--- config.mk ---
export PLATFORM = sky130hd
export DESIGN_NAME = citadel_key_verifier
export DESIGN_NICKNAME = d
export VERILOG_FILES = /design/src/rtl/citadel_key_verifier.sv
export SDC_FILE = /design/constraint.sdc
export NUM_CORES = 1
export LEC_CHECK = 0
export CELL_PAD_IN_SITES_DETAIL_PLACEMENT = 1
export CELL_PAD_IN_SITES_GLOBAL_PLACEMENT = 1
export CORE_AREA = 2 2 99 53
export CTS_BUF_LIST = sky130_fd_sc_hd__clkbuf_8
export DETAILED_ROUTE_END_ITERATION = 12
export DIE_AREA = 0 0 101 55
export GPL_ROUTABILITY_DRIVEN = 0
export HOLD_SLACK_MARGIN = 0.03
export PLACE_DENSITY_LB_ADDON = 0.1
export SLEW_MARGIN = 20
export SYNTH_ARGS = -nofsm -noshare
export SYNTH_HDL_FRONTEND = slang
export SYNTH_SLANG_ARGS = --single-unit
--- constraint.sdc ---
create_clock -name clk -period 2.3 [get_ports clk]
set_clock_uncertainty 0.15 [all_clocks]
set_input_delay 0.46 -clock clk [delete_from_list [all_inputs] [get_ports clk]]
set_output_delay 0.46 -clock clk [all_outputs]
set_load 0.02 [all_outputs]
--- src/rtl/citadel_key_verifier.sv ---
// citadel_key_verifier
//   Pipelined key verifier: a registered XNOR stage feeds a registered radix-4
//   AND reduction tree, and an attempt-limiting FSM turns the match result into
//   unlock / deny / lockout indications.
//   Optional feature macro: CITADEL_TAMPER_EN adds a `tamper` input that forces
//   an immediate lockout from any state.

module citadel_key_verifier #(
    parameter int KEY_WIDTH      = 8,
    parameter int MAX_ATTEMPTS   = 3,
    parameter int GRANT_CYCLES   = 4,
    parameter int LOCKOUT_CYCLES = 16
) (
    input  logic                                  clk,
    input  logic                                  rst_n,
    input  logic [KEY_WIDTH-1:0]                  key_in,
    input  logic                                  key_valid,
    output logic                                  key_ready,
    input  logic [KEY_WIDTH-1:0]                  ref_key,
    output logic                                  unlock,
    output logic                                  deny,
    output logic                                  locked_out,
    output logic [$clog2(MAX_ATTEMPTS+1)-1:0]     fail_count,
    output logic                                  busy
`ifdef CITADEL_TAMPER_EN
    ,
    input  logic                                  tamper
`endif
);

    // Number of radix-4 AND levels: smallest L >= 1 with 4**L >= KEY_WIDTH.
    function automatic int calc_levels(input int width);
        int lv;
        int span;
        lv   = 0;
        span = 1;
        while (span < width) begin
            span = span * 4;
            lv++;
        end
        return (lv < 1) ? 1 : lv;
    endfunction

    function automatic int max3(input int a, input int b, input int c);
        int m;
        m = (a > b) ? a : b;
        return (m > c) ? m : c;
    endfunction

    localparam int L       = calc_levels(KEY_WIDTH);
    localparam int PADW    = 1 << (2 * L);
    localparam int FCW     = $clog2(MAX_ATTEMPTS + 1);
    localparam int CNT_MAX = max3(L, GRANT_CYCLES - 1, LOCKOUT_CYCLES - 1);
    localparam int CW      = (CNT_MAX < 2) ? 1 : $clog2(CNT_MAX + 1);

    // Counters are loaded with (duration - 1) and count down to zero.
    localparam logic [CW-1:0]  CHK_INIT   = CW'(L);
    localparam logic [CW-1:0]  GRANT_INIT = CW'(GRANT_CYCLES - 1);
    localparam logic [CW-1:0]  LOCK_INIT  = CW'(LOCKOUT_CYCLES - 1);
    localparam logic [FCW-1:0] FC_MAX     = FCW'(MAX_ATTEMPTS);

    typedef enum logic [2:0] {
        S_IDLE,
        S_CHECK,
        S_GRANT,
        S_DENY,
        S_LOCKOUT
    } state_t;

    state_t               r_state;
    state_t               w_state_next;
    logic [CW-1:0]        r_cnt;
    logic [CW-1:0]        w_cnt_next;
    logic [FCW-1:0]       r_fail;
    logic [FCW-1:0]       w_fail_next;
    logic                 r_unlock;
    logic                 r_deny;
    logic                 r_locked;
    logic                 r_busy;
    logic                 w_accept;
    logic                 w_match;
    logic [KEY_WIDTH-1:0] r_xnor;
    logic [PADW-1:0]      w_pad;

    assign key_ready = (r_state == S_IDLE) && rst_n;
    assign w_accept  = key_valid && key_ready;

    // Stage 0: capture the bitwise equality of both keys on accept only, so
    // later changes on key_in / ref_key cannot disturb an attempt in flight.
    always_ff @(posedge clk) begin
        // NOTE: pipeline registers are reset too, so a reset leaves no stale
        // match result that a later CHECK could pick up.
        if (!rst_n) begin
            r_xnor <= '0;
        end else if (w_accept) begin
            // NOTE: state is updated with non-blocking assignments so every
            // register samples values from before the clock edge.
            r_xnor <= ~(key_in ^ ref_key);
        end
    end

    // Pad partial groups with ones so they never veto a match.
    generate
        if (PADW > KEY_WIDTH) begin : g_pad
            assign w_pad = {{(PADW - KEY_WIDTH){1'b1}}, r_xnor};
        end else begin : g_nopad
            assign w_pad = r_xnor;
        end
    endgenerate

    // Radix-4 AND reduction tree, one register per level.
    generate
        for (genvar g = 0; g < L; g++) begin : g_lvl
            localparam int IW = 1 << (2 * (L - g));
            localparam int OW = IW / 4;

            logic [IW-1:0] w_in;
            logic [OW-1:0] r_and;

            if (g == 0) begin : g_first
                assign w_in = w_pad;
            end else begin : g_next
                assign w_in = g_lvl[g-1].r_and;
            end

            // Reduce each group of four inputs into one registered bit.
            always_ff @(posedge clk) begin
                if (!rst_n) begin
                    r_and <= '0;
                end else begin
                    for (int j = 0; j < OW; j++) begin
                        r_and[j] <= &w_in[4*j +: 4];
                    end
                end
            end
        end
    endgenerate

    assign w_match = g_lvl[L-1].r_and[0];

    // FSM state, shared duration counter and consecutive-failure counter.
    always_ff @(posedge clk) begin
        if (!rst_n) begin
            r_state <= S_IDLE;
            r_cnt   <= '0;
            r_fail  <= '0;
        end else begin
            r_state <= w_state_next;
            r_cnt   <= w_cnt_next;
            r_fail  <= w_fail_next;
        end
    end

    // Next-state, counter and failure-count logic.
    always_comb begin
        // NOTE: every output of this block gets a default first so no path
        // through the case statement can infer a latch.
        w_state_next = r_state;
        w_cnt_next   = r_cnt;
        w_fail_next  = r_fail;

        case (r_state)
            S_IDLE: begin
                if (w_accept) begin
                    w_state_next = S_CHECK;
                    w_cnt_next   = CHK_INIT;
                end
            end
            S_CHECK: begin
                if (r_cnt == '0) begin
                    if (w_match) begin
                        w_state_next = S_GRANT;
                        w_cnt_next   = GRANT_INIT;
                        w_fail_next  = '0;
                    end else begin
                        w_state_next = S_DENY;
                        w_fail_next  = (r_fail == FC_MAX) ? FC_MAX : r_fail + FCW'(1);
                    end
                end else begin
                    w_cnt_next = r_cnt - CW'(1);
                end
            end
            S_GRANT: begin
                if (r_cnt == '0) begin
                    w_state_next = S_IDLE;
                end else begin
                    w_cnt_next = r_cnt - CW'(1);
                end
            end
            S_DENY: begin
                if (r_fail == FC_MAX) begin
                    w_state_next = S_LOCKOUT;
                    w_cnt_next   = LOCK_INIT;
                end else begin
                    w_state_next = S_IDLE;
                end
            end
            S_LOCKOUT: begin
                w_fail_next = FC_MAX;
                if (r_cnt == '0) begin
                    w_state_next = S_IDLE;
                    w_fail_next  = '0;
                end else begin
                    w_cnt_next = r_cnt - CW'(1);
                end
            end
            default: begin
                w_state_next = S_IDLE;
            end
        endcase

`ifdef CITADEL_TAMPER_EN
        // Tamper overrides every transition and discards any pending result.
        if (tamper) begin
            w_state_next = S_LOCKOUT;
            w_cnt_next   = LOCK_INIT;
            w_fail_next  = FC_MAX;
        end
`endif
    end

    // Registered status outputs, decoded from the state being entered.
    always_ff @(posedge clk) begin
        if (!rst_n) begin
            r_unlock <= 1'b0;
            r_deny   <= 1'b0;
            r_locked <= 1'b0;
            r_busy   <= 1'b0;
        end else begin
            r_unlock <= (w_state_next == S_GRANT);
            r_deny   <= (w_state_next == S_DENY);
            r_locked <= (w_state_next == S_LOCKOUT);
            r_busy   <= (w_state_next != S_IDLE);
        end
    end

    assign unlock     = r_unlock;
    assign deny       = r_deny;
    assign locked_out = r_locked;
    assign busy       = r_busy;
    assign fail_count = r_fail;

endmodule

---- Word level (Yosys, flattened, before mapping) ----
Cells that the tools add are included.
storage, ports and cells
  input bits .............................. 19
  register bits after elaboration ......... 26
operators by class
  multiplexer cells ....................... 18
  bitwise operators ....................... 2
  add/subtract/negate cells ............... 2
  eq/ne operators ......................... 13
  reduce and logical (&&, ||, !) cells .... 13
operator list
  kind                                                                    count
  4-bit 2-to-1 mux                                                        6
  4-bit one-hot mux with 4 select lines                                   1
  3-bit by 2-bit equality test with 1-bit output (second input constant)  4
  3-bit 2-to-1 mux                                                        4
  3-bit one-hot mux with 4 select lines                                   1
  4-bit AND reduction                                                     3
  2-bit 2-to-1 mux                                                        4
  2-bit inequality test (second input constant)                           4
  8-bit inverter                                                          1
  8-bit XOR                                                               1
  3-bit equality test (second input constant)                             2
  5-bit AND reduction                                                     1
  4-bit zero test                                                         1
  2-bit one-hot mux with 2 select lines                                   1
  4-bit nonzero test                                                      1
  4-bit by 1-bit subtractor with 4-bit output (second input constant)     1
  3-bit by 1-bit equality test with 1-bit output (second input constant)  1
  3-bit zero test                                                         1
  3-bit inequality test (second input constant)                           1
  3-bit nonzero test                                                      1
  2-bit by 1-bit adder with 2-bit output (second input constant)          1
  2-bit equality test (second input constant)                             1
  1-bit logical AND                                                       2
  2-bit AND reduction                                                     1
  other kinds (3)                                                         3

---- Longest topological paths before layout ----
  word-level depth ........................ 6
  depth in mapped cells ................... 7
  depth with buffers taken out ............ 7

---- Worst setup path after synthesis ----
No wires, ideal clock.
  path kind ............................... input port to flip-flop
  start ................................... input port rst_n
  end ..................................... register r_xnor[0]
  stages on the path ...................... 5
  path slack .............................. 0.179 ns
  data arrival time ....................... 1.902 ns
  data required time ...................... 2.081 ns
  path through ............................ clkbuf_1 nor4b_2 nand2_1 clkbuf_1 o21ai_1
between the ends
  cells in the longest elaborated chain, start to end .. 2
RTL lines
  what                  RTL line  text
  from (decl)           15        input logic rst_n,
  1-bit logical AND     85        assign key_ready = (r_state == S_IDLE) && rst_n;
  named net key_ready   18        output logic key_ready,
  1-bit logical AND     86        assign w_accept = key_valid && key_ready;
  to (signal assigned)  98        r_xnor <= ~(key_in ^ ref_key);
  to (decl)             82        logic [KEY_WIDTH-1:0] r_xnor;
The timed path passes the listed nets, and every way through them passes these cells.
A chain may end at the register's enable or synchronous reset.

---- Worst setup path in the final report ----
  start ................................... input port rst_n
  end ..................................... output port key_ready
between the ends
  cells in the longest elaborated chain, start to end .. 1
RTL lines
  what               RTL line
  1-bit logical AND  85
  to (decl)          18
Every way passes these cells.

==> reports/results.tsv <==
stage	metric	value	unit
grt	global route overflow	0	
place	HPWL after detailed placement	2.21	mm
place	Post-Place Cells	215	
clocking	total clock sinks	25	
place	post-placement worst setup slack	-0.205	ns
grt	largest net degree at the start of global routing	20	
synthesis	Synth Flop Type	sky130_fd_sc_hd__dfxtp_1	
clocking	library cell used as clock root buffer	sky130_fd_sc_hd__clkbuf_8	
sta	Setup Viol. Count Final	0	
synthesis	per-instance average area after synthesis	8.71	sq um
routing	DRC errors left	0	
clocking	CTS tree	done	
floorplan	initial core utilization	24.3	%
setup_path	capture instance of the worst register-to-register path	r_cnt[3]$_SDFFE_PN0P_	
sta	fmax	0.458	GHz
synthesis	number of enable-type register cells in the synthesized netlist	0	
routing	DRC marker count from the first detailed-route iteration	35	
power_and_ir_drop	areal power density over the cells	632	nW/um^2
setup_path	cell depth of the worst flop-to-flop path	5	
synthesis	Syn Inst Count	132	
synthesis	Synth top cells by count	sky130_fd_sc_hd__dfxtp_1 (25), sky130_fd_sc_hd__o21ai_1 (14), sky130_fd_sc_hd__nand3_1 (10), sky130_fd_sc_hd__nor2_1 (10), sky130_fd_sc_hd__nand2_1 (9)	
synthesis	biggest area contributors in the synthesized netlist	sky130_fd_sc_hd__dfxtp_1 (44%), sky130_fd_sc_hd__o21ai_1 (6.1%), sky130_fd_sc_hd__xor2_1 (6.1%), sky130_fd_sc_hd__nand3_1 (4.4%), sky130_fd_sc_hd__a21oi_1 (3.5%)	
sta	crit path time final	2.18	ns
sta	worst max-slew margin expressed relative to the limit	58.6	%
floorplan	Std-Cell Core Area	4730	sq um
synthesis	Post-Synthesis Net Count	153	
clocking	quantity of hold-fixing buffers added after cts	0	
worst_hold_path	number of instances on the worst hold path	2	
synthesis	share of the synthesized area in the top cell type	43.5	%
clocking	deepest clock path buffer count	2	
worst_hold_path	hold-critical path endpoint	g_lvl[0].r_and[1]$_SDFF_PN0_	
routing	routed length per instance	12.9	microns
power_and_ir_drop	Max IR drop VDD	306	uV
setup_path	buffer and inverter count on the worst path	2	
setup_path	r2r startpoint	r_state[2]$_SDFF_PN0_	
place	Port Buf Inserts	25	
worst_hold_path	class of the most critical hold timing path	reg2reg	
floorplan	die span in y	55	microns
floorplan	die outline width	101	microns
final_layout	final-stage net count	182	
routing	routed via count	1007	
setup_path	delay of the slowest critical-path stage	0.49	ns
worst_hold_path	Hold Path Origin	r_xnor[6]$_SDFFE_PN0P_	
setup_path	Worst setup EP type	primary output	
power_and_ir_drop	cell leakage power	0.576	nW
clocking	insertion delay of the later-clocked pin in the worst-skew pair	0.27	ns
synthesis	total standard cell area after synthesis	1150	sq um
sta	slew of the pin with the lowest slew margin	0.616	ns
synthesis	leading cell type by number of instances after synthesis	sky130_fd_sc_hd__dfxtp_1	
synthesis	FF+latch count, synth	25	
power_and_ir_drop	post-route total power	971	uW
sta	RSZ-0062 raised after global routing	no	
routing	total wirelength of the detailed-routed design	2.84	mm
clocking	htree depth	1	
sta	final worst-path cycle share	94.9	%
sta	fin worst setup slack	0.117	ns
synthesis	top cell type by total area after synthesis	sky130_fd_sc_hd__dfxtp_1	
final_layout	post-route core utilization	32.5	%
grt	global-route wire length before repair	4.82	mm
routing	detailed-route vias per instance	4.58	
synthesis	warnings from Yosys	0	
setup_path	critical path peak fanout	2	
sta	Total Neg Setup Slack	0	ns
final_layout	proportion of layout cells with a drive suffix above 1	7.50	%
grt	GRT Overall Usage	11.3	%
setup_path	critical setup path kind	in2out	
setup_path	critical path required time	1.69	ns
setup_path	CP Launch Type	input port	
grt	initial antenna violation count	0	
clocking	clock transition time at the flip-flop clock pins of the worst setup and hold paths	0.08	ns
routing	count of TritonRoute iterations in the first routing pass	4	
sta	count of pins over their slew limit	0	
floorplan	number of top-level pins	26	
floorplan	DIE AREA	5560	sq um
setup_path	crit-path leading delay family	buffers and inverters	
floorplan	number of placement rows	18	
outcome	run status	complete, no violations	
synthesis	Yosys cell types	35	
synthesis	Synth async-reset ratio	0	%
final_layout	number of diodes	0	
routing	post-route ant nets	0	
synthesis	sequential cell area fraction in the yosys report	43.5	%
grt	via count of the first global-routing pass	999	
setup_path	cell with the biggest individual delay on the critical path	sky130_fd_sc_hd__clkdlybuf4s50_1	
setup_path	register-to-register path setup slack	0.19	ns
setup_path	sequence of cells on the critical path	clkdlybuf4s50_1 > nor4b_2 > dlygate4sd2_1	
setup_path	data arrival time at the worst-slack endpoint	1.57	ns
job	maxcap violations	0	
final_layout	Layout Area Growth over Synthesis	33.6	%
final_layout	filler-free cell count of the finished design	220	
sta	count of endpoints failing hold in the final timing report	0	
clocking	clock buffers created by TritonCTS	3	
-- placed cells by master, fill, tap and decap left out, drive strengths merged --
master / count
nor4b: 1
buf: 5
o221ai: 1
nand2: 9
a22oi: 1
or3b: 3
xor2: 8
clkdlybuf4s50: 24
nand2b: 3
o21ai: 16
and4: 1
a211oi: 2
o21bai: 1
o31ai: 1
inv: 5
nand3b: 3
a21oi: 8
dfxtp: 25
nor3b: 3
nand4: 1
a21boi: 2
o21a: 1
nor2b: 3
a21o: 2
ha: 2
nand3: 10
or3: 1
nor3: 2
clkbuf: 3
o2bb2ai: 1
nor2: 10
dlygate4sd2: 1
mux2i: 1
-- cells by family after synthesis --
logic type	after synthesis	share of synthesized area [%]
fa+ha+maj	2	2.18
mux	1	0.871
simple gates	50	24.7
compound gates	36	19.0
buf+inv	10	3.59
flops	25	43.5
xor+xnor	8	6.09
-- worst max path at each step --
stage	from	endpoint	slack (ns)	cells past startpoint
final	rst_n	key_ready	0.12	3
after global routing	r_cnt[0]$_SDFFE_PN0P_	fail_count[1]$_SDFFE_PN0P_	0.01	7
after CTS	rst_n	key_ready	0.09	3
after global placement	rst_n	key_ready	-0.20	3
after detailed placement	rst_n	key_ready	-0.21	3
after floorplan	rst_n	r_xnor[0]$_SDFFE_PN0P_	0.18	5
-- registers in the layout, summed over array words and instances, names as in the netlist --
register,cells
r_xnor,8
deny,1
r_state,3
unlock,1
fail_count,2
busy,1
r_cnt,4
g_lvl.r_and,4
locked_out,1
-- power breakdown --
| part | total (mW) | leakage [nW] | internal [mW] | switching [mW] |
|---|---|---|---|---|
| Combinational | 0.228 | 0.345 | 0.114 | 0.114 |
| Sequential | 0.487 | 0.204 | 0.463 | 0.0235 |
| Clock | 0.256 | 0.0269 | 0.119 | 0.136 |
| Total | 0.971 | 0.576 | 0.696 | 0.274 |
-- worst register-to-register path: stages, from the launching register on --
cell	delay, ns
sky130_fd_sc_hd__dfxtp_1	0.45
sky130_fd_sc_hd__or3b_4	0.48
sky130_fd_sc_hd__o221ai_2	0.29
sky130_fd_sc_hd__or3b_1	0.38
sky130_fd_sc_hd__a21oi_1	0.17
sky130_fd_sc_hd__o2bb2ai_1	0.12
-- what timing repair did --
action / 4_1_cts / 5_1_grt
buffers inserted: 0 / 1
gates resized for setup: 1 / 1
endpoints found under the setup margin: 1 / 5
pin swaps: 0 / 1
-- final cells by class --
| cell class | instances | area, sq um |
|---|---|---|
| sequential | 25 | 500 |
| timing repair buffer | 30 | 287 |
| fill | 565 | 3190 |
| clock buffer | 3 | 41.3 |
| clock inverter | 1 | 3.75 |
| tap | 60 | 75.1 |
| multi-input combinational | 97 | 614 |
| inverter | 4 | 15.0 |
-- metrics by stage --
step                      cell area, sq um  hold slack, ns
after global routing                  1540           0.336
after detailed placement              1480           0.281
after floorplan                       1150           0.265
after global placement                1480           0.288
final                                 1540           0.296
after CTS                             1520           0.296
-- metal layers --
metal | up-vias | part of all wire, % | GRT usage [%]
met2 | 17 | 40 | 18.6
met5 | - | 0 | 0
met3 | 0 | 3.2 | 3.39
met4 | 0 | 0 | 0.676
li1 | 523 | - | -
met1 | 467 | 57 | 15.7
Power figures use the tool's default switching activity.
